File: src/rtl/memory_stage.sv
// memory_stage: memory pipeline stage (IDLE/WAIT/FULL) with load alignment and decode bypass.
// Define MEM_STAGE_UNALIGNED_EN to merge LWL/LWR with the old rt value; otherwise they load as LW.
`ifndef I_MAX
`define I_WEX   0
`define I_MEM_R 1
`define I_MEM_W 2
`define I_LB    3
`define I_LBU   4
`define I_LH    5
`define I_LHU   6
`define I_LW    7
`define I_LWL   8
`define I_LWR   9
`define I_MAX   10
`endif

module memory_stage (
    input  logic              clk,
    input  logic              reset,
    input  logic              valid_i,
    input  logic [31:0]       pc_i,
    input  logic [31:0]       inst_i,
    input  logic [`I_MAX-1:0] ctrl_i,
    input  logic [31:0]       result_i,
    input  logic [31:0]       eaddr_i,
    input  logic [31:0]       rdata2_i,
    input  logic [4:0]        waddr_i,
    output logic              ready_o,
    input  logic [31:0]       data_rdata,
    input  logic              data_data_ok,
    input  logic              ready_i,
    output logic              valid_o,
    output logic [31:0]       pc_o,
    output logic [31:0]       inst_o,
    output logic [4:0]        waddr_o,
    output logic [31:0]       wdata_o,
    output logic              we_o,
    output logic [4:0]        fwd_addr,
    output logic [31:0]       fwd_data,
    output logic              fwd_ok
);
    typedef enum logic [1:0] {S_IDLE, S_WAIT, S_FULL} state_t;
    state_t            state_q, state_d;
    logic [31:0]       pc_q, inst_q, wdata_q, wdata_d, ld_data, ld_shr;
    logic [`I_MAX-1:0] ctrl_q;
    logic [4:0]        waddr_q, sh_r;
    logic [1:0]        off_q;
    logic [15:0]       ld_h;
    logic              accept, resp;
    logic              unused_ok;

    assign ready_o = state_q == S_IDLE || (state_q == S_FULL && ready_i);
    assign accept  = valid_i && ready_o;
    // A response is only meaningful while a request is outstanding; strays are dropped here.
    assign resp    = state_q == S_WAIT && data_data_ok;
    assign sh_r    = {off_q, 3'b000};
    assign ld_shr  = data_rdata >> sh_r;
    assign ld_h    = off_q[1] ? data_rdata[31:16] : data_rdata[15:0];

`ifdef MEM_STAGE_UNALIGNED_EN
    logic [31:0] rdata2_q;
    logic [4:0]  sh_l;
    assign sh_l      = {~off_q, 3'b000};
    assign unused_ok = ^{eaddr_i[31:2], ctrl_q[`I_MEM_W], ctrl_q[`I_LW]};
`else
    assign unused_ok = ^{eaddr_i[31:2], rdata2_i, ctrl_q[`I_MEM_W], ctrl_q[`I_LW], ctrl_q[`I_LWL], ctrl_q[`I_LWR]};
`endif

    always_comb begin
        ld_data = ctrl_q[`I_LB]  ? {{24{ld_shr[7]}}, ld_shr[7:0]} :
                  ctrl_q[`I_LBU] ? {24'b0, ld_shr[7:0]} :
                  ctrl_q[`I_LH]  ? {{16{ld_h[15]}}, ld_h} :
                  ctrl_q[`I_LHU] ? {16'b0, ld_h} : data_rdata;
`ifdef MEM_STAGE_UNALIGNED_EN
        if (ctrl_q[`I_LWL]) ld_data = (data_rdata << sh_l) | (rdata2_q & ~(32'hFFFF_FFFF << sh_l));
        if (ctrl_q[`I_LWR]) ld_data = ld_shr | (rdata2_q & ~(32'hFFFF_FFFF >> sh_r));
`endif
    end

    always_comb begin
        state_d = state_q;
        wdata_d = wdata_q;
        if (state_q == S_FULL && ready_i) state_d = S_IDLE;
        if (resp) begin
            state_d = S_FULL;
            wdata_d = ctrl_q[`I_MEM_R] ? ld_data : wdata_q;
        end
        if (accept) begin
            state_d = (ctrl_i[`I_MEM_R] || ctrl_i[`I_MEM_W]) ? S_WAIT : S_FULL;
            wdata_d = result_i;
        end
    end

    always_ff @(posedge clk or posedge reset) begin
        if (reset) begin
            state_q <= S_IDLE;
            wdata_q <= '0;
            pc_q    <= '0;
            inst_q  <= '0;
            ctrl_q  <= '0;
            waddr_q <= '0;
            off_q   <= '0;
        end else begin
            state_q <= state_d;
            wdata_q <= wdata_d;
            if (accept) begin
                pc_q    <= pc_i;
                inst_q  <= inst_i;
                ctrl_q  <= ctrl_i;
                waddr_q <= waddr_i;
                off_q   <= eaddr_i[1:0];
            end
        end
    end

`ifdef MEM_STAGE_UNALIGNED_EN
    always_ff @(posedge clk or posedge reset) begin
        if (reset) rdata2_q <= '0;
        else if (accept) rdata2_q <= rdata2_i;
    end
`endif

    assign valid_o  = state_q == S_FULL;
    assign pc_o     = pc_q;
    assign inst_o   = inst_q;
    assign waddr_o  = waddr_q;
    assign wdata_o  = wdata_q;
    assign we_o     = valid_o && ctrl_q[`I_WEX] && waddr_q != 5'd0;
    assign fwd_addr = state_q != S_IDLE ? waddr_q : 5'd0;
    assign fwd_data = wdata_q;
    assign fwd_ok   = valid_o && ctrl_q[`I_WEX];
endmodule
File: config.mk
export PLATFORM = sky130hd
export DESIGN_NAME = memory_stage
export DESIGN_NICKNAME = d
export VERILOG_FILES = /design/src/rtl/memory_stage.sv
export SDC_FILE = /design/constraint.sdc
export NUM_CORES = 1
export LEC_CHECK = 0
export BUFFER_PORTS_ARGS = -buffer_cell sky130_fd_sc_hd__buf_2
export CORE_AREA = 2 2 136 138
export CTS_CLUSTER_DIAMETER = 50
export DETAILED_ROUTE_END_ITERATION = 10
export DIE_AREA = 0 0 138 140
export GPL_TIMING_DRIVEN = 0
export PLACE_DENSITY_LB_ADDON = 0.12
export REMOVE_ABC_BUFFERS = 1
export SYNTH_ARGS = -nofsm -noshare
export SYNTH_HDL_FRONTEND = slang
export SYNTH_SLANG_ARGS = --single-unit
File: constraint.sdc
create_clock -name clk -period 9.8 [get_ports clk]
set_input_delay 0.98 -clock clk [delete_from_list [all_inputs] [get_ports clk]]
set_output_delay 0.98 -clock clk [all_outputs]
set_load 0.01 [all_outputs]
==> results by group <==
Cells and area
  – Area growth from synthesis to layout: 33.9%
  – Fin util: 40.1%
  – Layout cell share with drive strength beyond 1: 58.7%
  – Nets: 906
  – FILL cells: 1,804

Logic synthesis
  – Yosys top cell by area: dfrtp_1
  – Synthesized area: 5330 um2
  – Post-synth cell types: 38
  – Mapped Cells: 448
  – Syn Area/Cell: 11.9 um2
  – #FFs+latches synth: 111
  – Largest family of logic cells by synthesized area: multiplexers
  – XOR/XNOR share of the synthesized area: 0%
  – Adder-cell share of the synthesized area: 0%
  – Synth Warn #: 0
  – Post-synthesis compound-gate area fraction: 8.83%
  – Synth async-reset ratio: 100%
  – Yosys top cell area share: 52.1%
  – Primary FF master, synth: dfrtp_1
  – Number of synthesized flops with an enable pin: 0
  – Mux cell area share after synthesis: 23.2%
  – Dominant cells by area after synthesis: dfrtp_1, mux2_2, a221oi_1
  – Sequential-to-total area share from yosys stat: 52.1%
  – Post-Synth Simple-Gate Area: 8.64%

Status
  – Status: finished, final reports clean

Worst setup path
  – Crit path DAT: 1.59 ns
  – Maximum fanout along the worst path: 4
  – Cell depth of the worst flop-to-flop path: 4
  – Critical path required time: 8.82 ns
  – Setup CP Type: reg -> out
  – Reg2Reg Setup Slack: 7.39 ns
  – Critical R2R Capture: fwd_data[24]$_DFFE_PP0P_
  – Startpoint Class: register
  – CP Capture Type: output pin
  – R2R Path Start: off_q[0]$_DFFE_PP0P_

Routing
  – First-pass DRT Iterations: 4
  – DRC: 0
  – Via count: 4,386
  – Post-Route WL: 15.9 mm
  – Average routed wire per standard cell: 17.1 um
  – Iteration-0 DRC Markers: 83
  – Post-DR vias/cell: 4.72
  – ANT nets after route: 0

Floorplan
  – Chip Height: 140 um
  – Die W: 138 um
  – Starting Density: 30.0%
  – I/O pin count: 354
  – DIE AREA: 19,300 um2
  – Row cnt: 49
  – Core ar.: 17,800 um2

STA
  – Tightest Pin Transition: 1.21 ns
  – Final Hold Fails: 0
  – Max Freq: 389 MHz
  – Endpoints failing setup: 0
  – Setup TNS: 0 ns
  – Worst Clk Skew: 0.0116 ns
  – Crit path time final: 2.57 ns
  – Worst hold slack: 0.503 ns
  – Rel. slew slack: 19.2%
  – Unrepaired setup endpoints after global routing: no
  – Period utilisation layout: 26.2%
  – Max-slew violations: 0

Clock tree
  – CTS tree: done
  – Post-CTS Hold Fix Bufs: 0
  – Root Buffer Master: clkbuf_16
  – CTS Buf Count: 9
  – Htree depth: 3
  – Clock insertion delay at the later pin of the skew report: 0.35 ns
  – Setup Buffers After CTS: 0
  – Max Root-Sink Buffers: 2
  – Post-cts resize count: 0
  – Clock sink count: 111
  – CTS clk-pin slew, worst paths: 0.08 ns

Hold path
  – Hold path startpoint: pc_o[3]$_DFFE_PP0P_
  – Hold Crit Endpoint: pc_o[3]$_DFFE_PP0P_
  – Cell count of the worst hold path: 1
  – Worst min path class: reg -> reg

Place
  – RePlAce Congestion: 0.804
  – DPL Wire Length: 12.0 mm
  – Number of port buffers: 288

Global routing
  – Vias in the first global route: 4,613
  – Largest net degree at the start of global routing: 58
  – Total Routing Usage GR: 16.3%
  – Congestion Overflow GR: 0
  – First-pass GRT wire length: 25.0 mm
  – Initial antenna violation count: 1

Power and ir drop
  – Max IR drop VDD: 159 uV
  – Sequential group share of total power: 37.1%
  – Switching power: 0.000891 W
  – PD cells: 325 nW/um2
  – P_int: 0.00143 W
  – Clock power frac: 15.7%
  – Comb power frac: 47.1%
  – Switch share: 38.5%
  – Pleak: 3.46 nW

Run
  – Max Cap Viol: 0
-- cell type report --
type	instances	area, um2	area share, %
clock buffers	11	243	3.40
clock inverters	5	46.3	0.649
inverters	3	13.8	0.193
multi-input cells	275	2170	30.5
well taps	229	287	4.02
repair buffers	294	1590	22.3
diodes	1	2.50	0.0351
flip-flops and latches	111	2780	38.9
-- power groups by stage --
stage / combinational (W) / clock (W) / sequential (W)
after floorplan: 0.000511 / 0 / 0.000987
after global placement: 0.00111 / 0 / 0.000861
after detailed placement: 0.00111 / 0 / 0.000870
after CTS: 0.00111 / 0.000379 / 0.000864
after global routing: 0.00119 / 0.000397 / 0.000899
final: 0.00109 / 0.000365 / 0.000860
-- cell usage after synthesis (2+ instances only) --
master / number
nor2b_1: 6
nor3_1: 2
buf_2: 9
a21oi_1: 2
o21ai_0: 7
dfrtp_1: 111
nor2_1: 60
mux2i_1: 16
buf_4: 33
mux2_2: 91
and3_1: 3
a31oi_1: 6
o21a_1: 3
nand2_1: 31
a221oi_1: 30
clkbuf_1: 14
inv_1: 3
-- flip-flops by register name, indices dropped and copies added (netlist names) --
name      cells
fwd_data     32
state_q       2
pc_o         32
waddr_o       5
ctrl_q        6
inst_o       32
off_q         2
-- cells in the final DEF (no fill, tap or decap), types with 2 or more instances in the layout --
cell | synthesis | routed
nor2_1 | 60 | 60
dfrtp_1 | 111 | 111
mux2_2 | 91 | 91
o21a_1 | 3 | 3
buf_16 | 0 | 4
buf_12 | 0 | 2
a221oi_1 | 30 | 30
o21ai_0 | 7 | 7
nor3_1 | 2 | 2
mux2i_1 | 16 | 16
nand2_1 | 31 | 31
nor2b_1 | 6 | 6
a21oi_1 | 2 | 2
and3_1 | 3 | 3
inv_1 | 3 | 2
a31oi_1 | 6 | 6
buf_2 | 9 | 288
clkbuf_16 | 0 | 9
inv_6 | 0 | 3
-- kinds of logic after synthesis --
kind of cell,count (synthesis)
buffers and inverters,62
AND/OR/NAND/NOR,108
flip-flops,111
multiplexers,109
AO/OA/AOI/OAI,58
-- layer usage --
| metal | vias to the layer above | track usage [%] | routed length, um |
|---|---|---|---|
| met2 | 194 | 27.8 | 7680 |
| met3 | 19 | 4.79 | 1230 |
| met4 | 2 | 5.91 | 287 |
| met5 | - | 0 | 13 |
| met1 | 2113 | 19.6 | 6700 |
| li1 | 2058 | - | - |
-- how the worst max path moves through the flow --
stage,start,to,cells after the start
floorplan,ready_i,fwd_data[16]$_DFFE_PP0P_,2
global placement,ready_i,fwd_data[19]$_DFFE_PP0P_,3
detailed placement,ready_i,inst_o[4]$_DFFE_PP0P_,6
CTS,waddr_o[2]$_DFFE_PP0P_,we_o,3
global route,ready_i,inst_o[0]$_DFFE_PP0P_,6
finish,waddr_o[2]$_DFFE_PP0P_,we_o,3
-- critical path, cell delays in order, from the launching register on --
cell	delay [ns]
dfrtp_1	0.40
or4_1	0.53
o21a_1	0.18
buf_2	0.13
-- metrics by stage --
step                      setup WS [ns]  total power (W)  cells  instance area (um2)
final                              7.23          0.00232    929                 7130
after global routing               7.14          0.00248    928                 7130
after CTS                          7.20          0.00236    928                 7130
after detailed placement           6.84          0.00198    912                 6840
after global placement             3.13          0.00197    906                 6680
after floorplan                    4.85          0.00150    389                 4950
(Power assumes the default switching activity.)
